**config.mk**
```make
export PLATFORM = sky130hd
export DESIGN_NAME = tag_ram_nway
export DESIGN_NICKNAME = d
export VERILOG_FILES = /design/src/rtl/tag_ram_nway.sv
export SDC_FILE = /design/constraint.sdc
export NUM_CORES = 1
export LEC_CHECK = 0
export ABC_AREA = 0
export BUFFER_PORTS_ARGS = -buffer_cell sky130_fd_sc_hd__buf_2
export CORE_MARGIN = 2
export CORE_UTILIZATION = 42
export DETAILED_ROUTE_END_ITERATION = 10
export SLEW_MARGIN = 15
export SYNTH_ARGS = -nofsm -noshare
export SYNTH_HDL_FRONTEND = slang
export SYNTH_SLANG_ARGS = --single-unit
```
**constraint.sdc**
```tcl
create_clock -name clock -period 8.23 [get_ports clock]
set_clock_uncertainty 0.15 [all_clocks]
set_input_delay 0.4115 -clock clock [delete_from_list [all_inputs] [get_ports clock]]
set_output_delay 0.4115 -clock clock [all_outputs]
set_load 0.005 [all_outputs]
```
**src/rtl/tag_ram_nway.sv**
```systemverilog
// tag_ram_nway: parametrised N-way cache tag store.
//   Keeps one tag and one valid bit per way for each set. A lookup is
//   registered and returns the set's tags, its valid bits and a per-way
//   hit vector one cycle later. A write port stores or invalidates the
//   selected ways. A flush engine, started by reset or by a flush pulse,
//   clears the valid bits one set per cycle and deasserts ready while it
//   runs.
// Ports:
//   clock, reset                 rising-edge clock, sync active-high reset
//   flush                        pulse; starts a valid-bit flush when ready
//   ready                        idle; lookups/writes accepted only then
//   lu_en/lu_index/lu_tag        lookup request
//   wr_en/wr_index/wr_way/       write request (wr_way one-hot or multi-hot)
//   wr_tag/wr_vbit
//   hit_valid/hit/hit_way        registered lookup result
//   rd_tags/rd_vbits             registered set contents (way0 in LSBs)

// Per-way read path: write-first bypass plus tag compare.
module tag_ram_way #(
  parameter int TWIDTH = 14
) (
  input  logic [TWIDTH-1:0] st_tag,
  input  logic              st_vbit,
  input  logic              byp,
  input  logic [TWIDTH-1:0] byp_tag,
  input  logic              byp_vbit,
  input  logic [TWIDTH-1:0] lu_tag,
  output logic [TWIDTH-1:0] eff_tag,
  output logic              eff_vbit,
  output logic              match
);
  assign eff_tag  = byp ? byp_tag  : st_tag;
  assign eff_vbit = byp ? byp_vbit : st_vbit;
  assign match    = eff_vbit && (eff_tag == lu_tag);
endmodule

module tag_ram_nway #(
  parameter int AWIDTH = 3,
  parameter int TWIDTH = 14,
  parameter int WAYS   = 2
) (
  input  logic                     clock,
  input  logic                     reset,
  input  logic                     flush,
  output logic                     ready,
  input  logic                     lu_en,
  input  logic [AWIDTH-1:0]        lu_index,
  input  logic [TWIDTH-1:0]        lu_tag,
  input  logic                     wr_en,
  input  logic [AWIDTH-1:0]        wr_index,
  input  logic [WAYS-1:0]          wr_way,
  input  logic [TWIDTH-1:0]        wr_tag,
  input  logic                     wr_vbit,
  output logic                     hit_valid,
  output logic                     hit,
  output logic [WAYS-1:0]          hit_way,
  output logic [WAYS*TWIDTH-1:0]   rd_tags,
  output logic [WAYS-1:0]          rd_vbits
);
  localparam int DEPTH = 1 << AWIDTH;

  typedef enum logic {IDLE, FLUSH} state_t;

  state_t                         state;
  logic [AWIDTH-1:0]              cnt;
  logic [WAYS-1:0][TWIDTH-1:0]    tag_mem [DEPTH];
  logic [DEPTH-1:0][WAYS-1:0]     valid;

  logic                           wr_acc, lu_acc, byp_set;
  logic [WAYS-1:0][TWIDTH-1:0]    eff_tag;
  logic [WAYS-1:0]                eff_vbit, match;
  logic [WAYS-1:0][TWIDTH-1:0]    st_tags;

  // ready is a register and may still be high in the first reset cycle,
  // so reset gates acceptance explicitly.
  assign wr_acc  = ready && wr_en && !reset;
  assign lu_acc  = ready && lu_en && !reset;
  assign byp_set = wr_acc && (wr_index == lu_index);
  assign st_tags = tag_mem[lu_index];

  for (genvar w = 0; w < WAYS; w++) begin : g_way
    tag_ram_way #(.TWIDTH(TWIDTH)) u_way (
      .st_tag   (st_tags[w]),
      .st_vbit  (valid[lu_index][w]),
      .byp      (byp_set && wr_way[w]),
      .byp_tag  (wr_tag),
      .byp_vbit (wr_vbit),
      .lu_tag   (lu_tag),
      .eff_tag  (eff_tag[w]),
      .eff_vbit (eff_vbit[w]),
      .match    (match[w])
    );
  end

  // Tag storage has no reset; contents are meaningful only once written.
  always_ff @(posedge clock) begin
    if (wr_acc) begin
      for (int w = 0; w < WAYS; w++)
        if (wr_way[w]) tag_mem[wr_index][w] <= wr_tag;
    end
  end

  // Control, valid bits and registered lookup result. Valid bits are not
  // reset directly: reset enters FLUSH, which clears them set by set.
  always_ff @(posedge clock) begin
    if (reset) begin
      state     <= FLUSH;
      cnt       <= '0;
      ready     <= 1'b0;
      hit_valid <= 1'b0;
      hit       <= 1'b0;
      hit_way   <= '0;
      rd_tags   <= '0;
      rd_vbits  <= '0;
    end else begin
      hit_valid <= lu_acc;
      if (lu_acc) begin
        hit_way  <= match;
        hit      <= |match;
        rd_tags  <= eff_tag;
        rd_vbits <= eff_vbit;
      end
      case (state)
        FLUSH: begin
          valid[cnt] <= '0;
          cnt        <= cnt + 1'b1;
          if (cnt == AWIDTH'(DEPTH - 1)) begin
            state <= IDLE;
            ready <= 1'b1;
          end
        end
        default: begin
          if (wr_acc) begin
            for (int w = 0; w < WAYS; w++)
              if (wr_way[w]) valid[wr_index][w] <= wr_vbit;
          end
          // A write/lookup presented alongside flush has already been
          // taken above; the flush begins on the following cycle.
          if (flush) begin
            state <= FLUSH;
            cnt   <= '0;
            ready <= 1'b0;
          end
        end
      endcase
    end
  end
endmodule

```
==> impl_summary.txt, run 1 <==
----------------------------------------------------
[Run status]
  Result of the run ... completed

[STA]
  Worst setup slack after layout ... 4.80 ns
  Max Clock Freq ... 292 MHz
  Max Slew Vio Count ... 0
  Slew margin rel. ... a little under a third
  Sum of negative setup slack ... 0 ns
  Endpoints failing setup ... 0
  Time the worst path needs with I/O delays and setup ... about 3.4 ns
  Worst Hold Margin ... 0.0190 ns
  Hold violation total from the final report ... 0
  RSZ-0062 raised after global routing ... false
  Fin crit share ... between 40% and 50%
  Transition time at the pin with the least slew margin ... 1.05 ns

[Finish]
  Antenna fix cells ... 0
  Layout Area Growth over Synthesis ... 13.5%
  Commonest cells after routing, fill and taps aside ... sky130_fd_sc_hd__edfxtp_1, sky130_fd_sc_hd__buf_2, sky130_fd_sc_hd__mux2i_1
  Net count reported at finish ... around 970
  Number of inserted filler cells in the final layout ... approximately 2400
  Most frequent standard cell in the layout excluding fill and tap cells ... sky130_fd_sc_hd__edfxtp_1
  Share of final-layout standard cells stronger than drive strength 1 ... between 10% and 20%

[Yosys]
  Top-area cell type share of the netlist area ... roughly three fifths
  Proportion of synthesized chip area in sequential cells ... 65.6%
  Fraction of the mapped netlist area in compound gates ... between 7 and 8%
  Synth area leader ... sky130_fd_sc_hd__edfxtp_1
  Multiplexer area fraction after synthesis ... 12.4%
  XOR/XNOR Fraction of Synth Area ... 0.565%
  Combinational family with the most area after synthesis ... multiplexers
  Nets in the synthesized netlist ... between 800 and 900
  Synthesized instance count ... 842
  Mean instance size in the synthesized netlist ... ~14 µm²
  Synth Area in Adders ... 0.205%
  Dominant synthesized flop cell ... sky130_fd_sc_hd__edfxtp_1
  Leading cell types by total area after synthesis ... sky130_fd_sc_hd__edfxtp_1, sky130_fd_sc_hd__dfxtp_1, sky130_fd_sc_hd__mux4_2
  Synthesized cell area ... 12200 µm²
  Warning count from the yosys run ... 0
  Post-synth EDFFs ... 240
  Distinct cell type count of the synthesized netlist ... between 50 and 60
  FF+latch count, synth ... around 280
  Synth Area in Simple Gates ... 10.3%
  Share of flip-flops with an asynchronous set or reset ... 0%

[Setup path]
  Largest fanout of any net on the critical path ... 55
  Signal arrival time at the worst endpoint ... approximately 3.7 ns
  Setup Crit Path Kind ... primary input to flop
  Startpoint type of the worst setup path ... primary input
  Critical Path Sink Type ... flop
  Required time reported for the critical path endpoint ... around 8.5 ns

[Floorplan]
  IO Pins ... 77
  Die Y-Extent ... between 150 and 200 µm
  Overall die area ... around 30000 µm²
  Row Count ... 62
  Initial Utilization ... a little over two fifths
  Core area ... about 29000 µm²
  Die X-Extent ... about 170 µm

[Detailed routing]
  Antenna Violating Nets Remaining ... 0
  Total wirelength of the detailed-routed design ... about 32000 µm
  Total iterations of the first detailed-routing run ... 5
  Total DRC errors in the routed layout ... 0
  Number of vias per cell after detailed routing ... 5.76
  Count of routing violations after the opening detailed-route iteration ... 793
  Number of vias after detailed routing ... ~7600
  Average wire per cell in the routed design ... about 24 µm

[Clocking]
  Clock tree from TritonCTS ... built
  CTS Root Cell ... sky130_fd_sc_hd__clkbuf_16
  Max Root-Sink Buffers ... 3
  CTS-repair resized insts ... 0
  Clock sink count ... around 280
  Number of H-tree branching levels ... 1
  TritonCTS buffer count ... 29
  Register clock-pin slew on the reported worst setup and hold paths ... approximately 0.060 ns
  Post-CTS setup buffer count ... 0
  Clock latency at the later pin of the worst-skew pair ... around 0.54 ns
  Count of hold buffers inserted by post-cts repair ... 0

[Global route]
  Number of antenna violations at the first check in global routing ... 0
  Maximum number of pins on one net before global-route repair ... 60
  GRT Total Usage ... 20.9%
  Overflow left after global routing ... 0
  Wire length of the first global-routing pass ... approximately 47000 µm
  Number of global-route vias before repair ... 7203

[Placed design]
  Worst slack at placement ... ~4.3 ns
  Gp weighted congestion ... between 0.8 and 0.9
  Port Buffers ... 76
  Estimated wirelength of the detail-placed design ... about 20000 µm

[Power]
  Total power ... 2.98 mW
  Power density relative to cell area ... around 220 nW/µm²
  Leakage dissipation ... approximately 5 nW
  VDD IR max ... between 0.1 and 0.15 mV

[Flow run]
  Max cap viols ... 0

[Hold path]
  Path class of the lowest-slack min-delay path ... primary input to flop

----------------------------------------------------
-- critical path, stage by stage --
cell	delay, ns
sky130_fd_sc_hd__buf_4	0.74
sky130_fd_sc_hd__buf_4	0.62
sky130_fd_sc_hd__mux4_2	0.57
sky130_fd_sc_hd__mux2i_1	0.29
sky130_fd_sc_hd__mux2i_1	0.16
sky130_fd_sc_hd__a222oi_1	0.30
sky130_fd_sc_hd__o2111a_1	0.25
sky130_fd_sc_hd__nand4_1	0.13
sky130_fd_sc_hd__a21oi_1	0.17
-- registers in the layout, indices dropped and copies added, names as in the netlist --
signal,cells
tag_mem,224
rd_vbits,2
hit_valid,1
ready,1
state,1
cnt,3
hit,1
valid,16
rd_tags,28
hit_way,2
-- metal layers --
metal	track usage (%)	vias to the layer above	share of wire, %
met5	0	-	0
met4	4.59	0	1.9
met3	2.87	42	6.3
met2	32.1	265	45
met1	31.7	3897	47
li1	-	3438	-
-- path summary, 6_finish.rpt --
check,to,cells after the start,slack (ns),from
setup / recovery,hit_way[0],9,4.80,lu_index[1]
hold / removal,state,3,0.02,flush
setup reg to reg,hit_way[0],7,4.86,ready
hold reg to reg,rd_tags[4],2,0.33,rd_tags[4]
-- Yosys cell counts, types with 5 or more instances --
master                     count
sky130_fd_sc_hd__mux2_2        5
sky130_fd_sc_hd__a22oi_1      11
sky130_fd_sc_hd__nand3_1      16
sky130_fd_sc_hd__nor3_1       19
sky130_fd_sc_hd__nand4_1       5
sky130_fd_sc_hd__a22o_1       15
sky130_fd_sc_hd__nor4_1        6
sky130_fd_sc_hd__dfxtp_1      39
sky130_fd_sc_hd__o21ai_0      44
sky130_fd_sc_hd__buf_2        11
sky130_fd_sc_hd__mux2i_1      69
sky130_fd_sc_hd__nor2b_1      17
sky130_fd_sc_hd__buf_6         9
sky130_fd_sc_hd__or4_1        10
sky130_fd_sc_hd__o211ai_1      9
sky130_fd_sc_hd__mux4_2       34
sky130_fd_sc_hd__o22ai_1       5
sky130_fd_sc_hd__and3_1        7
sky130_fd_sc_hd__nand2b_1      5
sky130_fd_sc_hd__a21oi_1      23
sky130_fd_sc_hd__inv_1        25
sky130_fd_sc_hd__nand2_1      25
sky130_fd_sc_hd__and2_1       16
sky130_fd_sc_hd__nor2_1       56
sky130_fd_sc_hd__edfxtp_1    240
sky130_fd_sc_hd__clkbuf_1     25
sky130_fd_sc_hd__nand3b_1     32
sky130_fd_sc_hd__buf_4         5
sky130_fd_sc_hd__or3_1         6
-- report_power, final --
part           internal [mW]  total [mW]  switching [mW]
registers               1.54        1.55         0.00654
clock network          0.706        1.23           0.522
logic                 0.0744       0.199           0.125
-- metrics by stage --
step                      std cells  util [%]  cell area [µm²]
after global routing           1327      48.3            13800
after global placement         1274      45.2            12900
after CTS                      1327      48.3            13800
after floorplan                 842         -            12200
after detailed placement       1274      45.2            12900
final                          1327      48.3            13800
-- logic make-up (layout without fill, tap and decap cells) --
logic type	after synthesis	count (layout)
buf+inv	76	177
fa+ha+maj	2	2
simple gates	228	228
flops	279	279
xor+xnor	7	7
mux	108	108
compound gates	142	142
-- layout make-up --
| class | instances | area (µm²) | share of cell area [%] |
|---|---|---|---|
| repair buffers | 99 | 556 | 4.02 |
| inverters | 25 | 93.8 | 0.679 |
| flip-flops and latches | 279 | 7990 | 57.8 |
| well taps | 384 | 480 | 3.47 |
| multi-input cells | 487 | 3830 | 27.7 |
| clock inverters | 18 | 136 | 0.986 |
| clock buffers | 35 | 748 | 5.41 |
Power figures use the tool's default switching activity.
==> inputs of run 2 (changes only) <==
==> constraint.sdc (replaced) <==
create_clock -name clock -period 3.1 [get_ports clock]
set_clock_uncertainty 0.15 [all_clocks]
set_input_delay 0.155 -clock clock [delete_from_list [all_inputs] [get_ports clock]]
set_output_delay 0.155 -clock clock [all_outputs]
set_load 0.005 [all_outputs]
==> impl_summary.txt, run 2 (same netlist as run 1, synthesis figures left out) <==
----------------------------------------------------
[Clocking]
  Clock sink count ... 279 (unchanged)
  Register clock-pin slew on the reported worst setup and hold paths ... 0.06 ns (about the same)
  Clock tree from TritonCTS ... built (unchanged)
  CTS-repair resized insts ... 0 (unchanged)
  Number of H-tree branching levels ... 1 (unchanged)
  CTS Root Cell ... sky130_fd_sc_hd__clkbuf_16 (unchanged)
  Max Root-Sink Buffers ... 3 (unchanged)
  Clock latency at the later pin of the worst-skew pair ... 0.55 ns (was 0.54 ns)
  TritonCTS buffer count ... 30 (was 29)

[Placed design]
  Gp weighted congestion ... 0.864 (was 0.899)
  Placed Instances ... 1306 (was 1274)
  Port Buffers ... 76 (unchanged)
  Instance area after placement ... 13200 µm² (was 12900 µm²)
  Estimated wirelength of the detail-placed design ... 22000 µm (was 20200 µm)

[Power]
  Total power ... 8.20 mW (was 2.98 mW)
  Power density relative to cell area ... 568 nW/µm² (was 215 nW/µm²)
  VDD IR max ... 0.381 mV (was 0.135 mV)
  Leakage dissipation ... 5.30 nW (was 5.00 nW)

[Setup path]
  Reg-to-reg critical path startpoint ... ready (unchanged)
  Required time reported for the critical path endpoint ... 3.43 ns (was 8.54 ns)
  Startpoint type of the worst setup path ... primary input (unchanged)
  Endpoint of the worst-slack reg-to-reg timing path ... hit (was hit_way[0])
  R2r setup slk ... 0.24 ns (was 4.86 ns)
  Largest fanout of any net on the critical path ... 12 (was 55)
  R2R depth ... 9 (was 7)
  Critical Path Sink Type ... flop (unchanged)
  Signal arrival time at the worst endpoint ... 3.24 ns (was 3.74 ns)
  Setup Crit Path Kind ... primary input to flop (unchanged)

[Detailed routing]
  Average wire per cell in the routed design ... 23.8 µm (was 23.9 µm)
  Total wirelength of the detailed-routed design ... 33000 µm (was 31800 µm)
  Number of vias after detailed routing ... 7926 (was 7642)
  Amount of wire on met2 after detailed routing ... 15200 µm (was 14300 µm)
  Antenna Violating Nets Remaining ... 0 (unchanged)
  Total DRC errors in the routed layout ... 0 (unchanged)
  Number of vias per cell after detailed routing ... 5.73 (was 5.76)
  Total iterations of the first detailed-routing run ... 6 (was 5)
  Count of routing violations after the opening detailed-route iteration ... 811 (was 793)
  DR top layer ... met4 (unchanged)
  Wl on met1 ... 14600 µm (was 14900 µm)
  Total length of routed met3 wires ... 2210 µm (was 1990 µm)

[STA]
  Max Clock Freq ... roughly 340 MHz
  Time the worst path needs with I/O delays and setup ... between 2 and 3 ns
  Max Slew Vio Count ... 0 (unchanged)
  RSZ-0062 raised after global routing ... false (unchanged)
  Fin crit share ... 93.7%
  Sum of negative setup slack ... 0 ns (unchanged)
  Endpoints failing setup ... 0 (unchanged)
  Hold violation total from the final report ... 0 (unchanged)
  Slew margin rel. ... 53.8% (was 30.1%)
  Transition time at the pin with the least slew margin ... 0.692 ns (was 1.05 ns)
  Worst Hold Margin ... 0.0497 ns (was 0.0190 ns)

[Finish]
  Commonest cells after routing, fill and taps aside ... sky130_fd_sc_hd__edfxtp_1, sky130_fd_sc_hd__buf_2, sky130_fd_sc_hd__mux2i_1 (unchanged)
  Design area ... 14400 µm² (was 13800 µm²)
  Layout Area Growth over Synthesis ... 18.5% (was 13.5%)
  Number of flip-flops under the largest register name ... 224 (unchanged)
  Number of inserted filler cells in the final layout ... 2466 (was 2446)
  Share of final-layout standard cells stronger than drive strength 1 ... 22.7% (was 19.9%)
  Net count reported at finish ... 1022 (was 965)
  Most flop-heavy register ... tag_mem (unchanged)
  Number of standard cells in the layout, taps in and fillers out ... 1384 (was 1327)
  Most frequent standard cell in the layout excluding fill and tap cells ... sky130_fd_sc_hd__edfxtp_1 (unchanged)
  Regs by FF count ... tag_mem: 224 flops, rd_tags: 28 flops, valid: 16 flops (unchanged)
  Antenna fix cells ... 0 (unchanged)

[Hold path]
  Path class of the lowest-slack min-delay path ... primary input to flop (unchanged)
  Worst hold endpoint ... rd_vbits[0] (was state)
  Launch point of the worst hold path ... wr_vbit (was flush)
  Depth of the worst hold-timing path ... 5 (was 3)

[Floorplan]
  Die Y-Extent ... 174 µm (unchanged)
  IO Pins ... 77 (unchanged)
  Core area ... 28600 µm² (unchanged)
  Overall die area ... 30400 µm² (unchanged)
  Row Count ... 62 (unchanged)
  Initial Utilization ... 42.6% (unchanged)
  Die X-Extent ... 174 µm (unchanged)

[Global route]
  Maximum number of pins on one net before global-route repair ... 59 (was 60)
  Number of antenna violations at the first check in global routing ... 0 (unchanged)
  Number of global-route vias before repair ... 7596 (was 7203)
  Wire length of the first global-routing pass ... 48400 µm (was 47200 µm)
  Overflow left after global routing ... 0 (unchanged)
  GRT Total Usage ... 21.5% (was 20.9%)

[Flow run]
  Max cap viols ... 0 (unchanged)

[Run status]
  Result of the run ... completed (unchanged)

----------------------------------------------------
-- run 2: cell type report --
cell class	instances	area, µm²	share of cell area, %
repair buffers	155	1090	7.52
flip-flops and latches	279	7990	55.3
inverters	25	93.8	0.650
clock buffers	33	783	5.42
multi-input cells	487	3830	26.5
clock inverters	21	186	1.29
well taps	384	480	3.33
-- run 2: layer usage --
metal | vias to the layer above | global-route usage (%)
met5 | - | 0
met3 | 63 | 3.57
met4 | 0 | 6.23
met2 | 318 | 34.1
met1 | 3984 | 30.5
li1 | 3561 | -
-- run 2: how the worst max path moves through the flow --
stage | startpoint | endpoint | slack (ns) | depth (start not counted)
floorplan | lu_index[0] | hit | 0.48 | 10
global placement | lu_index[0] | hit | 0.25 | 11
detailed placement | lu_index[1] | hit | 0.23 | 8
CTS | reset | hit_way[0] | 0.25 | 11
global route | reset | hit_way[0] | 0.12 | 11
finish | reset | hit_way[0] | 0.19 | 11
-- run 2: repair_timing --
item | in CTS | in global routing
buffers inserted | 0 | 0
endpoints found under the hold margin | 216 | 0
hold buffers | 24 | 0
-- run 2: per-stage QoR --
step                      utilization, %  worst slack (ns)
after floorplan                        -             0.479
after global placement              46.2             0.251
after detailed placement            46.2             0.234
after CTS                           50.5             0.247
after global routing                50.5             0.115
final                               50.5             0.194
-- run 2: power breakdown --
part	switching (mW)	total [mW]	internal (mW)
Clock	1.44	3.49	2.06
Combinational	0.348	0.594	0.246
Sequential	0.0173	4.12	4.10
-- run 2: critical path, stage by stage --
cell	delay [ns]
sky130_fd_sc_hd__dlygate4sd3_1	0.53
sky130_fd_sc_hd__buf_2	0.14
sky130_fd_sc_hd__buf_4	0.15
sky130_fd_sc_hd__nand4b_1	0.22
sky130_fd_sc_hd__or4_1	0.64
sky130_fd_sc_hd__buf_4	0.24
sky130_fd_sc_hd__or4_1	0.53
sky130_fd_sc_hd__o41ai_1	0.08
sky130_fd_sc_hd__o2111a_1	0.24
sky130_fd_sc_hd__nand4_1	0.13
sky130_fd_sc_hd__a21oi_1	0.17
